--- src/rtl/td4_inst_encoder_if.sv ---
// Field-set handshake between a program builder and the TD4 instruction encoder.
// The master presents decoded control fields; the slave consumes them on valid & ready.
interface td4_inst_encoder_if;
  logic       in_valid;
  logic       in_ready;
  logic [1:0] in_ds;
  logic [3:0] in_load;
  logic       in_cond;
  logic [3:0] in_imm;

  modport master (
    output in_valid, in_ds, in_load, in_cond, in_imm,
    input  in_ready
  );

  modport slave (
    input  in_valid, in_ds, in_load, in_cond, in_imm,
    output in_ready
  );
endinterface

--- src/rtl/td4_inst_encoder.sv ---
// Re-encodes decoded TD4 control fields into 8-bit instruction words and fills a
// 2**ADDR_W-entry program store that the fetch path reads with one-cycle latency.
module td4_inst_encoder #(
  parameter int unsigned ADDR_W = 4,
  parameter logic [7:0]  FILL   = 8'h00
) (
  input  logic                clk,
  input  logic                rstn,
  input  logic                clear,
  td4_inst_encoder_if.slave   bus,
  output logic                err,
  output logic [ADDR_W:0]     wcount,
  output logic                prog_done,
  input  logic [ADDR_W-1:0]   rd_addr,
  output logic [7:0]          rd_data
);

  localparam int unsigned DEPTH = 2 ** ADDR_W;

  typedef enum logic {
    ST_LOAD = 1'b0,
    ST_FULL = 1'b1
  } state_t;

  state_t            r_state;
  logic [ADDR_W-1:0] r_wptr;
  logic [ADDR_W:0]   r_wcount;
  logic              r_err;
  logic              r_prog_done;
  logic [7:0]        r_rd_data;
  logic [7:0]        r_mem [DEPTH];

  logic              w_ready;
  logic              w_accept;
  logic              w_legal;
  logic [3:0]        w_opcode;
  logic [7:0]        w_word;
  logic              w_last;

  // Ready drops combinationally while clear is held so a clear never races an accept.
  assign w_ready  = (r_state == ST_LOAD) && !clear;
  assign w_accept = bus.in_valid && w_ready;
  assign w_word   = {w_opcode, bus.in_imm};
  assign w_last   = (r_wptr == ADDR_W'(DEPTH - 1));

  // Field-to-opcode encoder; anything not matching a TD4 instruction is illegal.
  always_comb begin
    w_legal  = 1'b0;
    w_opcode = 4'h0;
    case (bus.in_load)
      4'b0001: begin
        w_legal  = 1'b1;
        w_opcode = {2'b00, bus.in_ds};
      end
      4'b0010: begin
        w_legal  = 1'b1;
        w_opcode = {2'b01, bus.in_ds};
      end
      4'b0100: begin
        // OUT only exists sourced from B (1001) or immediate (1011).
        w_legal  = bus.in_ds[0];
        w_opcode = {2'b10, bus.in_ds};
      end
      4'b1000: begin
        w_legal  = (bus.in_ds == 2'b11);
        w_opcode = bus.in_cond ? 4'b1110 : 4'b1111;
      end
      default: begin
        w_legal  = 1'b0;
        w_opcode = 4'h0;
      end
    endcase
  end

  // Write-side control FSM, program store and registered read port.
  always_ff @(posedge clk or negedge rstn) begin
    if (!rstn) begin
      r_state     <= ST_LOAD;
      r_wptr      <= '0;
      r_wcount    <= '0;
      r_err       <= 1'b0;
      r_prog_done <= 1'b0;
      r_rd_data   <= FILL;
      for (int i = 0; i < int'(DEPTH); i++) begin
        r_mem[i] <= FILL;
      end
    end else begin
      r_rd_data <= r_mem[rd_addr];
      r_err     <= 1'b0;
      if (clear) begin
        r_state     <= ST_LOAD;
        r_wptr      <= '0;
        r_wcount    <= '0;
        r_prog_done <= 1'b0;
      end else if (w_accept) begin
        if (w_legal) begin
          r_mem[r_wptr] <= w_word;
          r_wptr        <= ADDR_W'(r_wptr + 1'b1);
          r_wcount      <= (ADDR_W + 1)'(r_wcount + 1'b1);
          if (w_last) begin
            r_state     <= ST_FULL;
            r_prog_done <= 1'b1;
          end
        end else begin
          r_err <= 1'b1;
        end
      end
    end
  end

  assign bus.in_ready = w_ready;
  assign err          = r_err;
  assign wcount       = r_wcount;
  assign prog_done    = r_prog_done;
  assign rd_data      = r_rd_data;

endmodule

--- src/flat_wrapper.sv ---
// flat-port wrapper written by rule: the top's interface ports become plain ports
module td4_inst_encoder_flat 
#(
  parameter int unsigned ADDR_W = 4,
  parameter logic [7:0]  FILL   = 8'h00
)
  (clk, rstn, clear, err, wcount, prog_done, rd_addr, rd_data, bus_in_valid, bus_in_ds, bus_in_load, bus_in_cond, bus_in_imm, bus_in_ready);
  td4_inst_encoder_if bus_i ();
  input  logic clk;
  input  logic rstn;
  input  logic clear;
  output logic err;
  output logic [ADDR_W:0] wcount;
  output logic prog_done;
  input  logic [ADDR_W-1:0] rd_addr;
  output logic [7:0] rd_data;
  input wire logic [$bits(bus_i.in_valid)-1:0] bus_in_valid;
  input wire logic [$bits(bus_i.in_ds)-1:0] bus_in_ds;
  input wire logic [$bits(bus_i.in_load)-1:0] bus_in_load;
  input wire logic [$bits(bus_i.in_cond)-1:0] bus_in_cond;
  input wire logic [$bits(bus_i.in_imm)-1:0] bus_in_imm;
  output wire logic [$bits(bus_i.in_ready)-1:0] bus_in_ready;
  assign bus_i.in_valid = bus_in_valid;
  assign bus_i.in_ds = bus_in_ds;
  assign bus_i.in_load = bus_in_load;
  assign bus_i.in_cond = bus_in_cond;
  assign bus_i.in_imm = bus_in_imm;
  assign bus_in_ready = bus_i.in_ready;
  td4_inst_encoder #(.ADDR_W(ADDR_W), .FILL(FILL)) u_core (.clk(clk), .rstn(rstn), .clear(clear), .bus(bus_i), .err(err), .wcount(wcount), .prog_done(prog_done), .rd_addr(rd_addr), .rd_data(rd_data));
endmodule
--- config.mk ---
export PLATFORM = sky130hd
export DESIGN_NAME = td4_inst_encoder_flat
export DESIGN_NICKNAME = d
export VERILOG_FILES = /design/src/rtl/td4_inst_encoder_if.sv /design/src/rtl/td4_inst_encoder.sv /design/src/flat_wrapper.sv
export SDC_FILE = /design/constraint.sdc
export NUM_CORES = 1
export LEC_CHECK = 0
export BUFFER_PORTS_ARGS = -buffer_cell sky130_fd_sc_hd__buf_4
export CAP_MARGIN = 40
export CELL_PAD_IN_SITES_DETAIL_PLACEMENT = 0
export CELL_PAD_IN_SITES_GLOBAL_PLACEMENT = 2
export CORE_MARGIN = 4
export CORE_UTILIZATION = 45
export CTS_CLUSTER_DIAMETER = 200
export DETAILED_ROUTE_END_ITERATION = 7
export PLACE_DENSITY_LB_ADDON = 0.1
export SETUP_SLACK_MARGIN = 0.15
export SLEW_MARGIN = 10
export SYNTH_ARGS = -nofsm -noshare
export SYNTH_HDL_FRONTEND = slang
export SYNTH_SLANG_ARGS = --single-unit
--- constraint.sdc ---
create_clock -name clk -period 3.7 [get_ports clk]
set_clock_uncertainty 0.05 [all_clocks]
set_input_delay 0.74 -clock clk [delete_from_list [all_inputs] [get_ports clk]]
set_output_delay 0.74 -clock clk [all_outputs]
set_load 0.01 [all_outputs]
==> flow_summary.json, run 1 <==
{
  "cts_made_buffers": 17,
  "finalWeightedCongestion": 0.7291,
  "n_antenna_cell": 0,
  "synth_commonest_cells": "dfrtp_1, mux2_2, mux4_2",
  "p_leak_nw": 3.907,
  "yosys.cell_count.top_type": "dfrtp_1",
  "placed_cells": 638,
  "crit_path_end_kind": "flop",
  "worstMarginPinSlew_ns": 0.8207,
  "slew_headroom_pct": 45.28,
  "tns_ns": 0,
  "critical_path_class": "in2reg",
  "fmax_ghz": 0.4054,
  "worstPathRequired_ns": 3.95,
  "drive_gt1_share_pct": 53.09,
  "synth_area_leaders": "dfrtp_1, mux2_2, mux4_2, o2111ai_2, buf_2",
  "path_cells": "buf_4 -> nor4bb_1 -> a21o_1 -> buf_4 -> o21a_1 -> mux2_2",
  "synthFlopType": "dfrtp_1",
  "grt_max_degree": 88,
  "dp.final_hpwl_mm": 9.891,
  "final_max_slew_viol_count": 0,
  "start_util_pct": 46.71,
  "post-route-min-period_ns": 2.467,
  "firstDrtPassIters": 4,
  "nNetsFinal": 497,
  "hold_path.class": "in2async",
  "maxCapViolations": 0,
  "synth_xor_area_share_pct": 0.3813,
  "stdcell_count": 670,
  "via_per_inst": 5.794,
  "routedWlPerCell_um": 22.72,
  "worst-path-buf-inv": 2,
  "cts_max_level": 4,
  "synth_compound_area_share_pct": 4.049,
  "yosysWarningCount": 0,
  "die_area_um2": 17360,
  "cp-start-kind": "primary input",
  "wl_mm": 15.22,
  "synth-seq-area-share_pct": 53.38,
  "syn_area_um2": 6892,
  "synth-async-reset-ratio_pct": 100.0,
  "peakVddDrop_uv": 357.3,
  "yosysTopAreaCell": "dfrtp_1",
  "outcome": "finished, final reports clean",
  "cts_hold_buffers": 0,
  "drc": 0,
  "track_usage_pct": 18.74,
  "grt_first_pass_wirelength_mm": 24.70,
  "synthAdderAreaFrac_pct": 0.9078,
  "ant_nets": 0,
  "worstPathArrival_ns": 2.71,
  "powerDensity_nw_per_um2": 469.5,
  "die-height_um": 131.8,
  "yosys.area_share.simple_pct": 3.540,
  "area_growth_pct": 16.14,
  "grt_antenna_before_repair": 0,
  "placementRows": 44,
  "cts_sinks": 147,
  "cts_resized": 0,
  "core_um2": 14750,
  "reg2reg_slack_ns": 1.67,
  "vias": 3882,
  "cts_tree": "done",
  "slowest_stage": "a21o_1",
  "synth_edf_count": 0,
  "cpLargestDelayFamily": "compound AO/OA/AOI/OAI gates",
  "postSynthCellCount": 439,
  "period_share_pct": 66.67,
  "synth_seq_cells": 147,
  "drtIter0Drc": 205,
  "grt_pass1_vias": 4012,
  "netlist.area_leader.share_pct": 53.38,
  "synth_top_family_by_area": "multiplexers",
  "io_pins": 35,
  "avgSynthCellArea_um2": 15.70,
  "finalHoldViolCount": 0,
  "ctsRootBufferMaster": "clkbuf_16",
  "crit_fanout": 11,
  "die_w_um": 131.8,
  "slowest_delay_ns": 0.49,
  "insertion_delay_ns": 0.42,
  "synth.net_count": 463,
  "n_fill_cell": 1189,
  "yosys.cell_types.count": 36,
  "post_cts_buffers": 0,
  "grt_remaining_overflow": 0,
  "path_clk_slew_ns": 0.06,
  "rsz0062_at_grt": "false",
  "setup_violations": 0,
  "synth_mux_area_share_pct": 35.35,
  "cpMostUsedCell": "buf_4",
  "port_buffers": 34,
  "clock_path_buffers": 2
}
[logic make-up (layout without fill, tap and decap cells)]
group / count (synthesis) / after routing
buffers and inverters: 38 / 85
XOR/XNOR: 3 / 3
flip-flops: 147 / 147
multiplexers: 177 / 177
AO/OA/AOI/OAI: 30 / 30
adder cells (fa/ha/maj): 5 / 5
AND/OR/NAND/NOR: 39 / 39
[registers in the layout, indices dropped and copies added (netlist names)]
signal          cells
u_core.r_mem      128
u_core.rd_data      8
u_core.wcount       5
u_core.r_wptr       4
u_core.err          1
u_core.r_state      1
[worst register-to-register path, stage by stage, from the launching register on]
cell and delay [ns]:
dfrtp_1 0.41, nor3b_2 0.16, buf_4 0.27, and3_1 0.21, o21a_1 0.41, mux2_2 0.39
[routing by layer]
metal	part of all wire, %	GRT usage (%)
met1	47	27.51
met2	48	28.62
met3	3.5	3.779
met4	1.1	5.251
met5	0	0
[layout make-up]
type,count,area (um2),share of cell area [%]
Tap cell,184,230.2,2.876
Timing Repair Buffer,49,384.1,4.799
Sequential cell,147,3679,45.96
Inverter,4,15.01,0.1876
Multi-Input combinational cell,254,3053,38.14
Clock buffer,22,464.2,5.800
Clock inverter,10,178.9,2.235
[placed cells by master, fill, tap and decap left out, types with 4 or more instances in the layout]
master and count:
clkbuf_16 17, mux2_2 126, and3_1 9, bufinv_16 5, inv_1 4, o21ai_2 5
o2111ai_2 7, nor2_1 5, mux2i_1 6, nor2b_1 5, nand2b_1 8, dfrtp_1 147
buf_4 47, mux2_1 5, ha_1 5, clkinv_2 4, o21ai_0 6, mux4_2 40
o21a_1 4
[final timing paths]
kind,startpoint,endpoint,depth (start not counted)
max in group asynchronous,rstn,u_core.r_mem[27],2
setup reg to reg,u_core.r_state,u_core.r_mem[111],5
hold reg to reg,u_core.wcount[4],u_core.wcount[4],1
setup / recovery,bus_in_load[1],u_core.r_mem[111],6
hold / removal,rstn,u_core.r_mem[111],1
min in group clk,u_core.wcount[4],u_core.wcount[4],1
[where the power goes]
| group | total, W | switching, W | leakage [nW] | internal [W] |
|---|---|---|---|---|
| clock network | 0.00188 | 0.000650 | 0.318 | 0.00123 |
| logic | 0.000220 | 0.000127 | 1.55 | 0.0000931 |
| registers | 0.00166 | 0.0000186 | 2.04 | 0.00164 |
[per-stage QoR]
| step | utilization (%) | total power, W | setup WS (ns) | area, um2 | hold WS (ns) |
|---|---|---|---|---|---|
| 2_1_floorplan | - | 0.001805 | 1.198 | 6892 | 0.3944 |
| 3_3_place_gp | 49.89 | 0.001905 | 0.7698 | 7361 | 0.4192 |
| 3_5_place_dp | 49.89 | 0.001912 | 0.7765 | 7361 | 0.4310 |
| 4_1_cts | 54.25 | 0.003798 | 1.210 | 8004 | 0.3597 |
| 5_1_grt | 54.25 | 0.003898 | 1.060 | 8004 | 0.3888 |
| 6_report | 54.25 | 0.003758 | 1.233 | 8004 | 0.3283 |
No activity file was read; power rests on OpenSTA's default activity.
==> run 2: changes to the inputs <==
==> constraint.sdc (replaced) <==
create_clock -name clk -period 2.5 [get_ports clk]
set_clock_uncertainty 0.05 [all_clocks]
set_input_delay 0.5 -clock clk [delete_from_list [all_inputs] [get_ports clk]]
set_output_delay 0.5 -clock clk [all_outputs]
set_load 0.01 [all_outputs]
==> run 2 against run 1 <==
  * First-iteration DRC count rose by 15%
  * Worst hold slack got worse by 0.32 ns
  * Setup slack got worse by 0.74 ns
  * Clock power increased by 35%
  * Register-to-register slack got worse by 1.2 ns
  * Largest power group unchanged
  * Highest routed layer unchanged
==> flow_summary.json, run 2 (same netlist as run 1, synthesis figures left out) <==
{
  "swShare_pct": 21.85,
  "finalWeightedCongestion": 0.7545,
  "dp.final_hpwl_mm": 9.858,
  "pwr-share-seq_pct": 46.1,
  "final_max_slew_viol_count": 0,
  "worstPathArrival_ns": 2.25,
  "peakVddDrop_uv": 484.5,
  "routedWlPerCell_um": 22.38,
  "cp-start-kind": "flop",
  "port_buffers": 34,
  "grt_remaining_overflow": 0,
  "cts_max_level": 4,
  "via_per_inst": 5.832,
  "fmax_ghz": 0.4992,
  "outcome": "finished, final reports clean",
  "wl_mm": 15.04,
  "grt_pass1_vias": 4213,
  "reg2reg_slack_ns": 0.50,
  "post_cts_buffers": 0,
  "r2r_cells": 4,
  "track_usage_pct": 18.35,
  "cellInternalPower_w": 0.004151,
  "maxCapViolations": 0,
  "firstDrtPassIters": 4,
  "cts_made_buffers": 17,
  "area_growth_pct": 16.14,
  "ctsRootBufferMaster": "clkbuf_16",
  "worstMarginPinSlew_ns": 0.6577,
  "insertion_delay_ns": 0.41,
  "ant_nets": 0,
  "layout_commonest_cell": "dfrtp_1",
  "worstReg2RegEnd": "u_core.r_mem[49]",
  "n_antenna_cell": 0,
  "crit_path_end_kind": "flop",
  "comb_power_share_pct": 6.3,
  "grt_first_pass_wirelength_mm": 24.17,
  "multi_input_area_um2": 3053,
  "slowest_delay_ns": 0.44,
  "slew_headroom_pct": 56.15,
  "p_leak_nw": 3.901,
  "grt_max_degree": 64,
  "hold_path.class": "in2async",
  "r2r-start": "u_core.r_state",
  "worstPathRequired_ns": 2.74,
  "drc": 0,
  "path_cells": "nor3b_2 -> buf_4 -> o2111ai_2 -> mux2_1",
  "nNetsFinal": 500,
  "die_w_um": 131.8,
  "ff_latch_area_um2": 3679,
  "path_clk_slew_ns": 0.06,
  "die-height_um": 131.8,
  "tns_ns": 0,
  "final_cell_mix": "dfrtp_1, mux2_2, buf_4",
  "post-route-min-period_ns": 2.003,
  "n_fill_cell": 1251,
  "clock_path_buffers": 2,
  "p_clk_share_pct": 47.6,
  "vias": 3919,
  "io_pins": 35,
  "finalHoldViolCount": 0,
  "start_util_pct": 46.71,
  "slowest_stage": "mux2_1",
  "cts_tree": "done",
  "p_switching_w": 0.001160,
  "die_area_um2": 17360,
  "cts_resized": 0,
  "grt_antenna_before_repair": 0,
  "cts_hold_buffers": 0,
  "crit_fanout": 13,
  "setup_violations": 0,
  "drtIter0Drc": 236,
  "period_share_pct": 80.12,
  "drive_gt1_share_pct": 53.48,
  "holdWs_ns": 0.009745,
  "powerDensity_nw_per_um2": 663.5,
  "regMostFlops": "u_core.r_mem",
  "startpoint": "u_core.r_state",
  "critical_path_class": "reg2reg",
  "rsz0062_at_grt": "false",
  "largest_register_ffs": 128,
  "placementRows": 44,
  "core_um2": 14750,
  "cts_sinks": 147
}
-- run 2: changes by cell type in the layout (fill, tap and decap cells not counted), sizes merged --
cell / before / now
buf: 49 / 52
bufinv: 5 / 3
clkbuf: 22 / 20
clkinv: 5 / 7
clkinvlp: 0 / 1
-- run 2: layer usage --
metal / global-route usage (%) / part of all wire (%) / vias to the layer above
met5: 0 / 0 / -
met4: 4.726 / 0.94 / 0
met3: 4.427 / 2.0 / 10
met2: 27.88 / 47 / 47
met1: 26.79 / 50 / 2123
li1: - / - / 1739
-- run 2: power groups by stage --
stage / clock, W / combinational (W) / sequential [W]
floorplan: 0 / 0.000183 / 0.00249
global placement: 0 / 0.000334 / 0.00249
detailed placement: 0 / 0.000341 / 0.00249
CTS: 0.00258 / 0.000341 / 0.00245
global route: 0.00268 / 0.000366 / 0.00245
finish: 0.00253 / 0.000332 / 0.00245
-- run 2: cell type report --
| class | count | share of cell area [%] |
|---|---|---|
| repair buffers | 52 | 5.549 |
| clock inverters | 11 | 1.704 |
| inverters | 4 | 0.1876 |
| clock buffers | 20 | 5.581 |
| well taps | 184 | 2.876 |
| multi-input cells | 254 | 38.14 |
| flip-flops and latches | 147 | 45.96 |
-- run 2: how the worst max path moves through the flow --
stage	to	slack (ns)
3_3_place_gp	u_core.r_mem[121]	0.10
3_5_place_dp	u_core.r_mem[123]	0.1
4_1_cts	u_core.r_mem[49]	0.48
6_report	u_core.r_mem[49]	0.50
2_1_floorplan	u_core.r_mem[104]	0.24
5_1_grt	u_core.r_mem[49]	0.39
-- run 2: through the flow --
stage / setup slack, ns / total power [W] / instances / instance area, um2 / util, %
after detailed placement: 0.09540 / 0.002832 / 641 / 7421 / 50.30
after global placement: 0.1024 / 0.002825 / 641 / 7421 / 50.30
after global routing: 0.3932 / 0.005504 / 672 / 8004 / 54.25
after floorplan: 0.2384 / 0.002672 / 439 / 6892 / -
after CTS: 0.4815 / 0.005372 / 672 / 8004 / 54.25
final: 0.4969 / 0.005311 / 672 / 8004 / 54.25
-- run 2: worst max-delay path: cells and delay by family (launching register included) --
kind,cells,cell delay [ns]
buffers and inverters,1,0.27
muxes,1,0.44
AOI/OAI and AO/OA,1,0.36
DFF,1,0.41
and+or+nand+nor,1,0.34
